<file path="src/rtl/soc_system_valve_pkg.sv">
// +----------------------------------------------------------------------------+
// | soc_system_valve_pkg: register offsets and limits for the valve controller |
// | Revision: 1.0                                                              |
// +----------------------------------------------------------------------------+
`default_nettype none

package soc_system_valve_pkg;

  localparam logic [2:0] VC_DATA     = 3'd0;
  localparam logic [2:0] VC_SET      = 3'd1;
  localparam logic [2:0] VC_CLR      = 3'd2;
  localparam logic [2:0] VC_CH_SEL   = 3'd3;
  localparam logic [2:0] VC_TIMEOUT  = 3'd4;
  localparam logic [2:0] VC_EXPIRED  = 3'd5;
  localparam logic [2:0] VC_IRQ_MASK = 3'd6;

  localparam int VC_MAX_CH   = 16;
  localparam int VC_CH_SEL_W = $clog2(VC_MAX_CH);

endpackage

`default_nettype wire

</file>
<file path="src/rtl/valve_chan_timer.sv">
// +----------------------------------------------------------------------------+
// | valve_chan_timer: per-channel auto-off countdown in prescaler ticks        |
// | Revision: 1.0                                                              |
// +----------------------------------------------------------------------------+
`default_nettype none

module valve_chan_timer #(
  parameter int TMR_W = 16
) (
  input  logic             clk,
  input  logic             reset_n,
  input  logic             tick,
  input  logic             arm,
  input  logic             disarm,
  input  logic [TMR_W-1:0] timeout,
  output logic             expire,
  output logic [TMR_W-1:0] cnt
);

  logic [TMR_W-1:0] r_cnt;

  always_ff @(posedge clk or negedge reset_n) begin
    if (!reset_n) begin
      r_cnt <= '0;
    end else if (arm) begin
      r_cnt <= timeout;
    end else if (disarm) begin
      r_cnt <= '0;
    end else if (tick && (r_cnt != '0)) begin
      r_cnt <= r_cnt - 1'b1;
    end
  end

  // A re-arm in the same cycle suppresses the expiry; a disarm does not.
  assign expire = tick && !arm && (r_cnt == TMR_W'(1));
  assign cnt    = r_cnt;

endmodule

`default_nettype wire

</file>
<file path="src/rtl/soc_system_valve_ctrl_timed.sv">
// +----------------------------------------------------------------------------+
// | soc_system_valve_ctrl_timed: Avalon-MM valve PIO with SET/CLR and auto-off |
// | Optional: VALVE_CTRL_IRQ_EN enables IRQ_MASK and the irq output            |
// | Revision: 1.0                                                              |
// +----------------------------------------------------------------------------+
`default_nettype none

module soc_system_valve_ctrl_timed
  import soc_system_valve_pkg::*;
#(
  parameter int NUM_CH    = 3,
  parameter int TMR_W     = 16,
  parameter int PRESC_DIV = 50000
) (
  input  logic              clk,
  input  logic              reset_n,
  input  logic [2:0]        address,
  input  logic              chipselect,
  input  logic              write_n,
  input  logic [31:0]       writedata,
  output logic [31:0]       readdata,
  output logic [NUM_CH-1:0] out_port,
  output logic              irq
);

  localparam int PW = (PRESC_DIV > 1) ? $clog2(PRESC_DIV) : 1;

  logic                           w_wr;
  logic                           w_tick;
  logic [PW-1:0]                  r_presc;
  logic [NUM_CH-1:0]              r_out, r_exp;
  logic [VC_CH_SEL_W-1:0]         r_ch_sel;
  logic [NUM_CH-1:0][TMR_W-1:0]   r_timeout;
  logic [NUM_CH-1:0][TMR_W-1:0]   w_cnt;
  logic [TMR_W-1:0]               w_sel_timeout;
  logic [NUM_CH-1:0]              w_out_wr, w_set, w_off, w_w1c;
  logic [NUM_CH-1:0]              w_arm, w_disarm, w_expire;

  assign w_wr   = chipselect && !write_n;
  assign w_tick = (r_presc == PW'(PRESC_DIV - 1));

  always_ff @(posedge clk or negedge reset_n) begin
    if (!reset_n) begin
      r_presc <= '0;
    end else if (w_tick) begin
      r_presc <= '0;
    end else begin
      r_presc <= r_presc + 1'b1;
    end
  end

  always_comb begin
    w_out_wr = r_out;
    w_set    = '0;
    w_off    = '0;
    w_w1c    = '0;
    if (w_wr) begin
      case (address)
        VC_DATA: begin
          w_out_wr = writedata[NUM_CH-1:0];
          w_set    = writedata[NUM_CH-1:0];
          w_off    = ~writedata[NUM_CH-1:0];
        end
        VC_SET: begin
          w_out_wr = r_out | writedata[NUM_CH-1:0];
          w_set    = writedata[NUM_CH-1:0];
        end
        VC_CLR: begin
          w_out_wr = r_out & ~writedata[NUM_CH-1:0];
          w_off    = writedata[NUM_CH-1:0];
        end
        VC_EXPIRED: w_w1c = writedata[NUM_CH-1:0];
        default: ;
      endcase
    end
    // Counters already at zero need no disarm.
    for (int i = 0; i < NUM_CH; i++) begin
      w_arm[i]    = w_set[i] && (r_timeout[i] != '0);
      w_disarm[i] = w_off[i] && (w_cnt[i] != '0);
    end
  end

  generate
    for (genvar g = 0; g < NUM_CH; g++) begin : g_ch
      valve_chan_timer #(.TMR_W(TMR_W)) u_timer (
        .clk     (clk),
        .reset_n (reset_n),
        .tick    (w_tick && r_out[g]),
        .arm     (w_arm[g]),
        .disarm  (w_disarm[g]),
        .timeout (r_timeout[g]),
        .expire  (w_expire[g]),
        .cnt     (w_cnt[g])
      );
    end
  endgenerate

  always_ff @(posedge clk or negedge reset_n) begin
    if (!reset_n) begin
      r_out     <= '0;
      r_exp     <= '0;
      r_ch_sel  <= '0;
      r_timeout <= '0;
    end else begin
      r_out <= w_out_wr & ~w_expire;
      r_exp <= (r_exp & ~w_w1c) | w_expire;
      if (w_wr && (address == VC_CH_SEL) && (writedata < 32'(NUM_CH))) begin
        r_ch_sel <= writedata[VC_CH_SEL_W-1:0];
      end
      if (w_wr && (address == VC_TIMEOUT)) begin
        for (int i = 0; i < NUM_CH; i++) begin
          if (r_ch_sel == VC_CH_SEL_W'(i)) begin
            r_timeout[i] <= writedata[TMR_W-1:0];
          end
        end
      end
    end
  end

  always_comb begin
    w_sel_timeout = '0;
    for (int i = 0; i < NUM_CH; i++) begin
      if (r_ch_sel == VC_CH_SEL_W'(i)) begin
        w_sel_timeout = r_timeout[i];
      end
    end
  end

`ifdef VALVE_CTRL_IRQ_EN
  logic [NUM_CH-1:0] r_irq_mask;
  logic              r_irq;

  always_ff @(posedge clk or negedge reset_n) begin
    if (!reset_n) begin
      r_irq_mask <= '0;
      r_irq      <= 1'b0;
    end else begin
      if (w_wr && (address == VC_IRQ_MASK)) begin
        r_irq_mask <= writedata[NUM_CH-1:0];
      end
      r_irq <= |(r_exp & r_irq_mask);
    end
  end

  assign irq = r_irq;
`else
  assign irq = 1'b0;
`endif

  always_comb begin
    readdata = '0;
    case (address)
      VC_DATA:     readdata[NUM_CH-1:0]      = r_out;
      VC_CH_SEL:   readdata[VC_CH_SEL_W-1:0] = r_ch_sel;
      VC_TIMEOUT:  readdata[TMR_W-1:0]       = w_sel_timeout;
      VC_EXPIRED:  readdata[NUM_CH-1:0]      = r_exp;
`ifdef VALVE_CTRL_IRQ_EN
      VC_IRQ_MASK: readdata[NUM_CH-1:0]      = r_irq_mask;
`endif
      default: ;
    endcase
  end

  assign out_port = r_out;

endmodule

`default_nettype wire

</file>
<file path="config.mk">
export PLATFORM = sky130hd
export DESIGN_NAME = soc_system_valve_ctrl_timed
export DESIGN_NICKNAME = d
export VERILOG_FILES = /design/src/rtl/soc_system_valve_pkg.sv /design/src/rtl/valve_chan_timer.sv /design/src/rtl/soc_system_valve_ctrl_timed.sv
export SDC_FILE = /design/constraint.sdc
export NUM_CORES = 1
export LEC_CHECK = 0
export CAP_MARGIN = 15
export CELL_PAD_IN_SITES_DETAIL_PLACEMENT = 0
export CELL_PAD_IN_SITES_GLOBAL_PLACEMENT = 1
export CORE_MARGIN = 2
export CORE_UTILIZATION = 45
export CTS_CLUSTER_DIAMETER = 80
export DETAILED_ROUTE_END_ITERATION = 6
export PLACE_DENSITY = 0.77
export SKIP_LAST_GASP = 1
export SYNTH_ARGS = -nofsm -noshare
export SYNTH_HDL_FRONTEND = slang
export SYNTH_SLANG_ARGS = --single-unit
</file>
<file path="constraint.sdc">
create_clock -name clk -period 3.2 [get_ports clk]
set_clock_uncertainty 0.15 [all_clocks]
set_input_delay 0.32 -clock clk [delete_from_list [all_inputs] [get_ports clk]]
set_output_delay 0.32 -clock clk [all_outputs]
set_load 0.01 [all_outputs]
</file>
* Word-level counts from Yosys, hierarchy flattened *
Index checks and enable logic that the tools add are counted.

storage, ports and cells
  bits of input ports = 39
  logic and storage cells = 99
  bits in registers = 122
  output and inout bits = 36

operators by class
  bitwise gates (word level) = 8
  equality and inequality tests = 11
  $lt $le $gt $ge = 1
  reductions and logical operators = 41
  multiplexer cells = 24
  add/sub/neg operators = 4

operators with widths
  cell                                                                   number
  16-bit two-way mux                                                     13
  16-bit nonzero test                                                    6
  16-bit by 1-bit == test with 1-bit output, second input constant       3
  16-bit by 1-bit subtractor with 16-bit output, second input constant   3
  32-bit by 2-bit < comparator with 1-bit output, second input constant  1
  1-bit logical AND                                                      22
  3-bit two-way mux                                                      6
  16-bit by 1-bit adder with 16-bit output, second input constant        1
  16-bit == test, second input constant                                  1
  12-bit two-way mux                                                     1
  3-bit one-hot mux with 4 select lines                                  1
  3-bit bitwise AND                                                      3
  3-bit NOT                                                              3
  3-bit one-hot mux with 3 select lines                                  1
  3-bit nonzero test                                                     3
  3-bit by 2-bit == test with 1-bit output, second input constant        2
  3-bit == test, second input constant                                   2
  3-bit OR                                                               2
  3-bit one-hot mux with 2 select lines                                  1
  2-bit AND reduction                                                    3
  4-bit by 1-bit == test with 1-bit output, second input constant        1
  4-bit by 2-bit == test with 1-bit output, second input constant        1
  1-bit zero test                                                        4
  4-bit zero test                                                        1
  other kinds (4)                                                        4

* Longest topological paths before layout *
  word-level depth = 10
  mapped depth = 9
  depth with buffers taken out = 7

* Cells and area by module *
Synthesis repeated with hierarchy kept, for this count alone.

second synthesis, totals
  cell total of the unflattened synthesis = 737
  area, all modules = 7415.9 µm²

modules (own cells, without submodules)
  module                       cells each  seq. area each (µm²)  times used  area an instance (µm²)
  soc_system_valve_ctrl_timed  359         1851.8                1           3996.3
  valve_chan_timer             126         400.4                 3           1139.8

* Worst setup path after synthesis *
Ideal clock, no wire load.

  kind = reg-to-reg
  from = register g_ch[1].u_timer.r_cnt[7]
  to = register g_ch[1].u_timer.r_cnt[15]
  setup time = 0.135 ns
  arrival time = 2.212 ns
  clock period less this slack = 2.497 ns
  path slack = 0.703 ns
  path buffers = 0
  required time = 2.915 ns
  stages on the path, launching flop included = 6
  cells stage by stage = dfrtp_1 nor4_1 nand3_1 or4b_2 nand4_1 o211ai_1

between the ends
  longest elaborated chain between the ends = 4
  elaborated cells on any way between the ends = 8
  those cells by class = add/sub: 1; mux: 3; reduce/logical: 4

ends and longest elaborated chain
  item                                                                                  RTL line                                                                           RTL
  start, declared                                                                       valve_chan_timer.sv:20                                                             logic [TMR_W-1:0] r_cnt;
  start signal, assigned                                                                valve_chan_timer.sv:26                                                             r_cnt <= timeout;
  start signal, assigned                                                                valve_chan_timer.sv:30                                                             r_cnt <= r_cnt - 1'b1;
  16-bit by 1-bit subtractor with 16-bit output or 16-bit nonzero test (tied branches)  valve_chan_timer.sv:30, valve_chan_timer.sv:29, soc_system_valve_ctrl_timed.sv:79
  16-bit two-way mux or 1-bit logical AND (tied branches)                               valve_chan_timer.sv:29, soc_system_valve_ctrl_timed.sv:79
  16-bit two-way mux                                                                    valve_chan_timer.sv:27                                                             end else if (disarm) begin
  16-bit two-way mux                                                                    valve_chan_timer.sv:25                                                             end else if (arm) begin

Several ways; a longest one is shown, not always the timed one. The select of a mux whose other input is x is not followed.
A chain may end at the register's enable or synchronous reset.

* Worst setup path after layout *
  from = register r_ch_sel[2]
  to = output readdata[15]

between the ends
  longest elaborated chain between the ends = 5
  elaborated cells on any way between the ends = 7
  those cells by class = eq/ne: 2; mux: 4; reduce/logical: 1

ends and longest elaborated chain
  item                              RTL line                            RTL
  start, declared                   soc_system_valve_ctrl_timed.sv:32   logic [VC_CH_SEL_W-1:0] r_ch_sel;
  start signal, assigned            soc_system_valve_ctrl_timed.sv:108  r_ch_sel <= writedata[VC_CH_SEL_W-1:0];
  4-bit zero test                   soc_system_valve_ctrl_timed.sv:123  if (r_ch_sel == VC_CH_SEL_W'(i)) begin
  16-bit two-way mux (2 in series)  soc_system_valve_ctrl_timed.sv:123
  16-bit two-way mux *              soc_system_valve_ctrl_timed.sv:123
  12-bit two-way mux *              soc_system_valve_ctrl_timed.sv:152  case (address)
  end, declared                     soc_system_valve_ctrl_timed.sv:21   output logic [31:0] readdata,

Every way passes the cells marked *; elsewhere a longest branch is shown, timed or not.

==> impl_results.md <==
* Drt total wl at 22360 um
* DP Cell Count at 1020
* Post-layout min period at 3051 ps
* # IOs at 75
* Layout cells sized above 1 at 0.1732
* Cell variety after synth at 62
* Post-synthesis sequential area ratio at 0.4271
* EDFF count, synth at 0
* Setup CP Type: reg2out
* Run status: complete, no violations
* Leak at 3.752 nW
* Via Count at 6582
* Routed Antenna Nets at 0
* DRC Markers at 0
* DR pass1 iterations at 6
* Wire length of the first global-routing pass at 35360 um
* Worst slew pin tran at 771.4 ps
* Crit path arrival time at 2580 ps
* Initial antenna violation count at 0
* Seq. cell area at 0.003053 mm^2
* Most frequent cell after synthesis: dfrtp_1
* Avg WL per Cell at 21.23 um
* Avg Cell Area, Syn at 9.647 um^2
* RSZ-0062 raised after global routing: no
* Power density over the cells at 536.4 mW/mm^2
* CTS tree: yes
* Setup violators final at 0
* Iter 0 DRT Violations at 674
* Fillers at 1418
* Syn-to-layout area delta at 21.95%
* Fin. max-slew vios at 0
* Post-DP HPWL at 16760 um
* CTS max path bufs at 2
* FMAX at 327.8 MHz
* Ratio of final minimum period to clock period at 0.9533
* Gp weighted congestion at 0.9394
* FFs w/ async S/R, synth at 1.000
* Post-synth top cells: dfrtp_1, nand2_1, mux2_2
* Starting Density at 0.4549
* Slew margin rel. at 0.4845
* CORE AREA at 0.01571 mm^2
* Critical Path RT at 2730 ps
* Setup Fix Bufs, Post-CTS at 0
* Fin cells at 1053
* Placed cell areas at 0.008115 mm^2
* Worst Setup Start Kind: register
* Synth area leader: dfrtp_1
* Register bit total from synthesis at 122
* # clock sinks at 122
* Multi-input logic area at 0.003876 mm^2
* GRT Resource Usage Total at 0.2763
* Die H at 130.0 um
* Vias per cell at 6.251
* Post-Synthesis Cells at 741
* Worst Path Max Fanout at 13
* Antenna diode count at 0
* Largest net degree at the start of global routing at 54
* Clock Latency Late Sink at 430 ps
* Final Hold Fails at 0
* CTS H-tree depth at 4
* GR Overflow Total at 0
* Most common flop cell mapped by yosys: dfrtp_1
* Synth Cell Area at 0.007148 mm^2
* Setup tns final at 0 ps
* Max cap viols at 0
* CTS root buffer: clkbuf_16
* Num CTS Buffers at 17
* Yosys warning count at 0
* Std-Cell Rows at 46
* Largest cells by area after synthesis: dfrtp_1, mux2_2, nand2_1
* Post-layout util at 0.5548
* Total Die Area at 0.01691 mm^2
* Share of the synthesized area in the top cell type at 0.4271
* Worst-path clk slew at 60 ps
* Port buffer count at 57
* Setup crit end kind: primary output
* Die W at 130.0 um
* Class of the worst hold path: in2async
* Worst VDD drop at 0.3636 mV
* Final instance area at 0.008717 mm^2
* Vias in the first global route at 6230
* Final Net Count at 873
[path summary, 6_finish.rpt]
| path | start | endpoint | slack [ps] | cells past startpoint |
|---|---|---|---|---|
| setup / recovery | r_ch_sel[2] | readdata[15] | 150 | 5 |
| max in group asynchronous | reset_n | r_presc[2] | 1750 | 3 |
| min in group clk | r_exp[0] | r_exp[0] | 340 | 2 |
| hold reg to reg | r_exp[0] | r_exp[0] | 340 | 2 |
| hold / removal | reset_n | r_presc[8] | 340 | 2 |
| setup reg to reg | r_presc[11] | g_ch[2].u_timer.cnt[0] | 390 | 5 |
[final cells by class]
class,count,share of cell area
clock inverters,15,0.01708
inverters,16,0.006890
flip-flops and latches,122,0.3502
multi-input cells,570,0.4447
repair buffers,97,0.1013
well taps,216,0.03100
clock buffers,17,0.04880
[cells in the final DEF, fill, tap and decap left out, drive strengths merged, types with 6 or more instances in the layout]
master,count
conb,17
a31oi,6
nor4,46
nor3,13
a21oi,13
nand2,75
nand3,36
xor2,14
nand4,27
a222oi,17
ha,10
nor4b,8
dfrtp,122
buf,40
o21ai,24
o31ai,6
clkbuf,17
nor2,50
or4,10
o211ai,17
or3,9
and3,11
and4,7
and2,13
mux2,53
inv,27
xnor2,14
nor3b,6
a22oi,6
clkdlybuf4s50,56
[where the power goes]
group | switching (W) | internal [W]
Combinational | 0.000491 | 0.000411
Sequential | 0.000195 | 0.00169
Clock | 0.000856 | 0.00104
Total | 0.00154 | 0.00313
[logic make-up (layout without fill, tap and decap cells)]
| logic type | after synthesis | in the layout | synth area share |
|---|---|---|---|
| mux | 54 | 54 | 0.08489 |
| fa+ha+maj | 10 | 10 | 0.01750 |
| other cells | 1 | 17 | 0.0005246 |
| flops | 122 | 122 | 0.4271 |
| xor+xnor | 28 | 28 | 0.03431 |
| simple gates | 333 | 333 | 0.2601 |
| buf+inv | 65 | 145 | 0.04323 |
| compound gates | 128 | 128 | 0.1323 |
[what timing repair did]
item | CTS | global route
setup endpoints to repair | 0 | 1
hold buffers | 1 | 0
gates resized for setup | 0 | 2
hold endpoints to repair | 51 | 0
[critical path, cell delays in order, from the launching register on]
cell and delay (ps):
dfrtp_1 480, nor4b_2 540, buf_4 300, a222oi_1 100, nor2_1 150, clkdlybuf4s50_1 570
[per-stage QoR]
stage                     hold slack (ps)  power [W]  worst slack [ps]
after floorplan                    -125.6   0.002395             703.0
after detailed placement            290.6   0.002788             149.9
final                               337.1   0.004676             149.4
after global routing                355.7   0.004887             13.08
after CTS                           335.9   0.004689             180.6
after global placement              272.0   0.002778             310.2
[routing by layer]
| metal | GRT usage | vias up | wire (um) | share of wire |
|---|---|---|---|---|
| met5 | 0 | - | 0 | 0 |
| met4 | 0.09424 | 0 | 530 | 0.024 |
| met3 | 0.06888 | 44 | 1555 | 0.070 |
| met2 | 0.4222 | 267 | 10370 | 0.46 |
| met1 | 0.3848 | 3284 | 9900 | 0.44 |
| li1 | - | 2987 | - | - |
[flip-flops by register name, indices dropped and copies added, names as in the netlist]
register          flops
r_ch_sel              4
r_timeout            48
r_exp                 3
out_port              3
r_presc              16
g_ch.u_timer.cnt     48
(Power assumes the default switching activity.)
